## src/rtl/uart_tx_serializer_if.sv

```systemverilog
// Host-side handshake bundle for the UART transmit serializer.
// The host drives start/data; the serializer reports busy/done.
interface uart_tx_serializer_if #(
    parameter int DATA_BITS = 8
);
    logic                 tx_start;
    logic [DATA_BITS-1:0] tx_data;
    logic                 tx_busy;
    logic                 tx_done;

    modport master (
        output tx_start,
        output tx_data,
        input  tx_busy,
        input  tx_done
    );

    modport slave (
        input  tx_start,
        input  tx_data,
        output tx_busy,
        output tx_done
    );
endinterface

```

## src/rtl/uart_tx_serializer.sv

```systemverilog
// UART frame serializer: start bit, LSB-first data, optional parity, 1-2 stop bits.
// Every bit lasts one txclk period; all bit advances happen on txclk rising edges.
module uart_tx_serializer #(
    parameter int DATA_BITS  = 8,
    parameter int PARITY_EN  = 0,
    parameter int PARITY_ODD = 0,
    parameter int STOP_BITS  = 1
) (
    input  logic                  clk,
    input  logic                  rst,
    input  logic                  txclk,
    uart_tx_serializer_if.slave   bus,
    output logic                  tx
);
    localparam int CW = $clog2(DATA_BITS + 1);
    localparam logic [CW-1:0] CNT_MAX   = CW'(DATA_BITS);
    localparam logic [CW-1:0] CNT_ONE   = CW'(1);
    localparam logic          STOP_LAST = 1'(STOP_BITS - 1);

    typedef enum logic [2:0] {
        IDLE   = 3'd0,
        ARM    = 3'd1,
        START  = 3'd2,
        DATA   = 3'd3,
        PARITY = 3'd4,
        STOP   = 3'd5
    } state_t;

    state_t               state_r;
    logic                 txclk_q_r;
    logic [DATA_BITS-1:0] shift_r;
    logic [CW-1:0]        cnt_r;
    logic                 stop_cnt_r;
    logic                 parity_r;
    logic                 tx_r;
    logic                 busy_r;
    logic                 done_r;
    logic                 bit_tick_s;

    function automatic logic calc_parity(input logic [DATA_BITS-1:0] data);
        logic p;
        p = ^data;
        return (PARITY_ODD != 0) ? ~p : p;
    endfunction

    // One-clk pulse on each rising edge of the baud-rate square wave.
    assign bit_tick_s = txclk & ~txclk_q_r;

    // Frame sequencer with registered line and handshake outputs.
    always_ff @(posedge clk or negedge rst) begin
        if (!rst) begin
            state_r    <= IDLE;
            txclk_q_r  <= 1'b0;
            shift_r    <= '0;
            cnt_r      <= '0;
            stop_cnt_r <= 1'b0;
            parity_r   <= 1'b0;
            tx_r       <= 1'b1;
            busy_r     <= 1'b0;
            done_r     <= 1'b0;
        end else begin
            txclk_q_r <= txclk;
            done_r    <= 1'b0;
            case (state_r)
                IDLE: begin
                    tx_r <= 1'b1;
                    // A tick landing on the accept edge is deliberately dropped;
                    // ARM then waits for the next one so the start bit is full width.
                    if (bus.tx_start) begin
                        shift_r  <= bus.tx_data;
                        parity_r <= calc_parity(bus.tx_data);
                        busy_r   <= 1'b1;
                        state_r  <= ARM;
                    end
                end
                ARM: begin
                    if (bit_tick_s) begin
                        tx_r    <= 1'b0;
                        state_r <= START;
                    end
                end
                START: begin
                    if (bit_tick_s) begin
                        tx_r    <= shift_r[0];
                        shift_r <= {1'b0, shift_r[DATA_BITS-1:1]};
                        cnt_r   <= CNT_ONE;
                        state_r <= DATA;
                    end
                end
                DATA: begin
                    if (bit_tick_s) begin
                        if (cnt_r < CNT_MAX) begin
                            tx_r    <= shift_r[0];
                            shift_r <= {1'b0, shift_r[DATA_BITS-1:1]};
                            cnt_r   <= cnt_r + CNT_ONE;
                        end else if (PARITY_EN != 0) begin
                            tx_r    <= parity_r;
                            state_r <= PARITY;
                        end else begin
                            tx_r       <= 1'b1;
                            stop_cnt_r <= 1'b0;
                            state_r    <= STOP;
                        end
                    end
                end
                PARITY: begin
                    if (bit_tick_s) begin
                        tx_r       <= 1'b1;
                        stop_cnt_r <= 1'b0;
                        state_r    <= STOP;
                    end
                end
                STOP: begin
                    tx_r <= 1'b1;
                    if (bit_tick_s) begin
                        if (stop_cnt_r == STOP_LAST) begin
                            busy_r  <= 1'b0;
                            done_r  <= 1'b1;
                            state_r <= IDLE;
                        end else begin
                            stop_cnt_r <= stop_cnt_r + 1'b1;
                        end
                    end
                end
                default: begin
                    tx_r    <= 1'b1;
                    busy_r  <= 1'b0;
                    state_r <= IDLE;
                end
            endcase
        end
    end

    assign tx          = tx_r;
    assign bus.tx_busy = busy_r;
    assign bus.tx_done = done_r;
endmodule

```

## src/flat_wrapper.sv

```systemverilog
// flat-port wrapper written by rule: the top's interface ports become plain ports
module uart_tx_serializer_flat 
#(
    parameter int DATA_BITS  = 8,
    parameter int PARITY_EN  = 0,
    parameter int PARITY_ODD = 0,
    parameter int STOP_BITS  = 1
)
  (clk, rst, txclk, tx, bus_tx_start, bus_tx_data, bus_tx_busy, bus_tx_done);
  uart_tx_serializer_if #(.DATA_BITS(DATA_BITS)) bus_i ();
  input  logic clk;
  input  logic rst;
  input  logic txclk;
  output logic tx;
  input wire logic [$bits(bus_i.tx_start)-1:0] bus_tx_start;
  input wire logic [$bits(bus_i.tx_data)-1:0] bus_tx_data;
  output wire logic [$bits(bus_i.tx_busy)-1:0] bus_tx_busy;
  output wire logic [$bits(bus_i.tx_done)-1:0] bus_tx_done;
  assign bus_i.tx_start = bus_tx_start;
  assign bus_i.tx_data = bus_tx_data;
  assign bus_tx_busy = bus_i.tx_busy;
  assign bus_tx_done = bus_i.tx_done;
  uart_tx_serializer #(.DATA_BITS(DATA_BITS), .PARITY_EN(PARITY_EN), .PARITY_ODD(PARITY_ODD), .STOP_BITS(STOP_BITS)) u_core (.clk(clk), .rst(rst), .txclk(txclk), .bus(bus_i), .tx(tx));
endmodule
```

## config.mk

```make
export PLATFORM = sky130hd
export DESIGN_NAME = uart_tx_serializer_flat
export DESIGN_NICKNAME = d
export VERILOG_FILES = /design/src/rtl/uart_tx_serializer_if.sv /design/src/rtl/uart_tx_serializer.sv /design/src/flat_wrapper.sv
export SDC_FILE = /design/constraint.sdc
export NUM_CORES = 1
export LEC_CHECK = 0
export CAP_MARGIN = 40
export CORE_MARGIN = 5
export CORE_UTILIZATION = 30
export DETAILED_ROUTE_END_ITERATION = 10
export GPL_ROUTABILITY_DRIVEN = 0
export PLACE_DENSITY_LB_ADDON = 0.08
export SLEW_MARGIN = 20
export SYNTH_ARGS = -nofsm -noshare
export SYNTH_HDL_FRONTEND = slang
export SYNTH_SLANG_ARGS = --single-unit
export TNS_END_PERCENT = 20
```

## constraint.sdc

```tcl
create_clock -name clk -period 1.5 [get_ports clk]
set_clock_uncertainty 0.1 [all_clocks]
set_input_delay 0.375 -clock clk [delete_from_list [all_inputs] [get_ports clk]]
set_output_delay 0.375 -clock clk [all_outputs]
set_load 0.01 [all_outputs]
```

==> impl_metrics.yaml <==
worst_setup_path:
  r2r_end: "u_core.cnt_r[2]$_DFFE_PN0P_"
  reg2reg_from: "u_core.state_r[1]$_DFFE_PN0P_"
  reg2reg_depth: 5
  path_max_fanout: 2
  critPathCaptureType: "output pin"
  path_buf_inv: 1
  cp.arrival_ns: 0.96
  startpoint_type: "register"
  crit_chain: "buf_2"
  slowest_delay_ns: 0.54
  worstPathRequired_ns: 1.02
  slowest_stage: "dfstp_2"
  r2r_slack_ns: 0.09
  path_delay_family: "flip-flops"
  path_class: "reg2out"
cells_and_area:
  drive_above_1_share_pct: 24.4
  nets: 141
  insertedDiodeCount: 0
  area_growth_pct: 38.9
  stdcell_count: 171
  design_area_um2: 1340
  final_util_pct: 43.6
  fillers: 303
drt:
  first_iter_violations: 36
  drc: 0
  wirelength_um: 2020
  final_antenna_net_count: 0
  viasPerCell: 4.63
  vias: 792
  wl_per_cell_um: 11.8
  dr.pass1.iters: 4
sta:
  fmax_ghz: 0.699
  layout_min_cycle_time_ns: 1.43
  hold_violations: 0
  slew_violations: 0
  grt_setup_unrepaired: "true"
  finalSetupViolCount: 0
  period_share_pct: 95.4
  finalSetupTns_ns: 0
  max_slew_margin_pct: 84.0
  tightest_slew_ns: 0.240
clock_tree:
  insertion_delay_ns: 0.29
  cts_buffer_depth: 2
  cts.clk_slew.worst_paths_ns: 0.11
  cts-buffers-inserted: 3
  clock_sinks: 19
  cts_tree: "done"
  htree_levels: 1
  cts-root-buf: "clkbuf_4"
  hold_buffers: 0
global_routing:
  met1_usage_pct: 12.3
  grt_usage_pct: 10.4
  use_met2_pct: 17.1
  grt-busiest-layer: "met2"
  grt_use_met3_pct: 4.22
  grt_first_pass_wirelength_um: 3430
  antenna_found_initial: 0
  grt_pass1_vias: 764
  grt_overflow: 0
  grt_max_degree: 20
power:
  powerDensity_nw_per_um2: 1820
  ir_drop_v: 0.000680
  finalPower_mw: 2.44
  p_leak_nw: 0.582
logic_synthesis:
  async_flop_share_pct: 100
  yosys-top-cells-count: "18 x dfrtp_1, 13 x nor2_1, 12 x a21oi_1"
  synthTopCellsByArea: "dfrtp_1 47%, mux2i_1 7.3%, a21oi_1 6.2%"
  syn_area_um2: 966
  synth.largest_area_cell: "dfrtp_1"
  synth_cell_types: 32
  synth-edff-count: 0
  avgSynthCellArea_um2: 10.2
  yosysSeqAreaShare_pct: 49.4
  syn_nets: 108
  synthCells: 95
  ys_ff_latch: 19
  synthDominantCellAreaShare_pct: 46.6
  synth_ff_type: "dfrtp_1"
  ys_warn_count: 0
  synth_most_common_cell: "dfrtp_1"
floorplanning:
  die_area_um2: 4450
  die_h_um: 66.7
  dieWidth_um: 66.7
  initial_core_util_pct: 31.4
  pin_count: 15
  rows: 20
  coreArea_um2: 3080
placement:
  hpwl_um: 1550
  place_area_um2: 1300
  port-buffer-count: 14
  dp.cells: 166
run:
  cap_viol_max_count: 0
worst_hold_path:
  min_path_type: "in2async"
run_status:
  status: "complete, no violations"
-- sequential cells by signal (all words and copies together), names as in the netlist --
name	flops
u_core.bus.tx_busy	1
u_core.bus.tx_done	1
u_core.cnt_r	4
u_core.shift_r	8
u_core.state_r	3
u_core.tx	1
u_core.txclk_q_r	1
-- worst max path at each step --
stage / startpoint / endpoint / slack (ns) / cells past startpoint
floorplan: u_core.txclk_q_r$_DFF_PN0_ / u_core.shift_r[4]$_DFFE_PN0P_ / 0.03 / 5
global placement: txclk / u_core.shift_r[1]$_DFFE_PN0P_ / -0.32 / 6
detailed placement: txclk / u_core.shift_r[2]$_DFFE_PN0P_ / -0.36 / 6
CTS: u_core.bus.tx_busy$_DFFE_PN0P_ / bus_tx_busy / 0.03 / 1
global route: u_core.state_r[1]$_DFFE_PN0P_ / u_core.shift_r[2]$_DFFE_PN0P_ / -0.005 / 5
finish: u_core.tx$_DFFE_PN1P_ / tx / 0.07 / 1
-- worst register-to-register path, cell delays in order, from the launching register on --
cell and delay (ns):
dfrtp_2 0.46, buf_12 0.15, nand4bb_1 0.12, nor2_1 0.05
mux2_2 0.26, a22o_1 0.17
-- cells in the final DEF, fill, tap and decap left out, types with 2 or more instances in the layout --
| cell type | n |
|---|---|
| dfrtp_1 | 17 |
| buf_4 | 14 |
| nor2_1 | 13 |
| a21oi_1 | 12 |
| clkdlybuf4s50_1 | 10 |
| mux2i_1 | 7 |
| nand2_1 | 5 |
| nand2b_1 | 3 |
| nor2b_1 | 3 |
| clkbuf_4 | 3 |
| buf_12 | 3 |
| a21oi_2 | 2 |
| inv_1 | 2 |
| o22ai_1 | 2 |
| nand3_1 | 2 |
| o21ai_1 | 2 |
| a22o_1 | 2 |
| a31oi_1 | 2 |
| dlygate4sd2_1 | 2 |
-- layout make-up --
| type | instances | area, um^2 | share of cell area [%] |
|---|---|---|---|
| Clock buffer | 3 | 22.5 | 1.68 |
| Clock inverter | 1 | 5.00 | 0.373 |
| Timing Repair Buffer | 32 | 309 | 23.0 |
| Multi-Input combinational cell | 69 | 460 | 34.3 |
| Tap cell | 44 | 55.1 | 4.10 |
| Inverter | 3 | 11.3 | 0.840 |
| Sequential cell | 19 | 478 | 35.6 |
-- through the flow --
| step | worst slack [ns] | hold slack (ns) |
|---|---|---|
| 2_1_floorplan | 0.0282 | -0.0206 |
| 3_3_place_gp | -0.323 | 0.404 |
| 3_5_place_dp | -0.357 | 0.415 |
| 4_1_cts | 0.0318 | 0.291 |
| 5_1_grt | -0.00529 | 0.287 |
| 6_report | 0.0695 | 0.305 |
-- power by group --
group / internal (mW) / switching, mW
sequential: 0.737 / 0.150
clock: 0.0992 / 0.154
combinational: 0.699 / 0.597
total: 1.54 / 0.901
-- what timing repair did --
item,CTS,global route
endpoints found under the setup margin,11,10
buffers inserted,1,0
gates resized for setup,7,4
pin swaps,1,0
-- metal layers --
| layer | wire (um) | part of all wire [%] | vias up |
|---|---|---|---|
| met2 | 962 | 48 | 5 |
| met3 | 59 | 2.9 | 2 |
| met4 | 19 | 0.94 | 0 |
| met1 | 976 | 48 | 381 |
| met5 | 0 | 0 | - |
| li1 | - | - | 404 |
-- kinds of logic after synthesis --
family | synth area share (%)
buf+inv | 3.76
flops | 49.4
fa+ha+maj | 1.30
compound gates | 20.2
simple gates | 17.0
mux | 8.42
No activity file was read; power rests on OpenSTA's default activity.
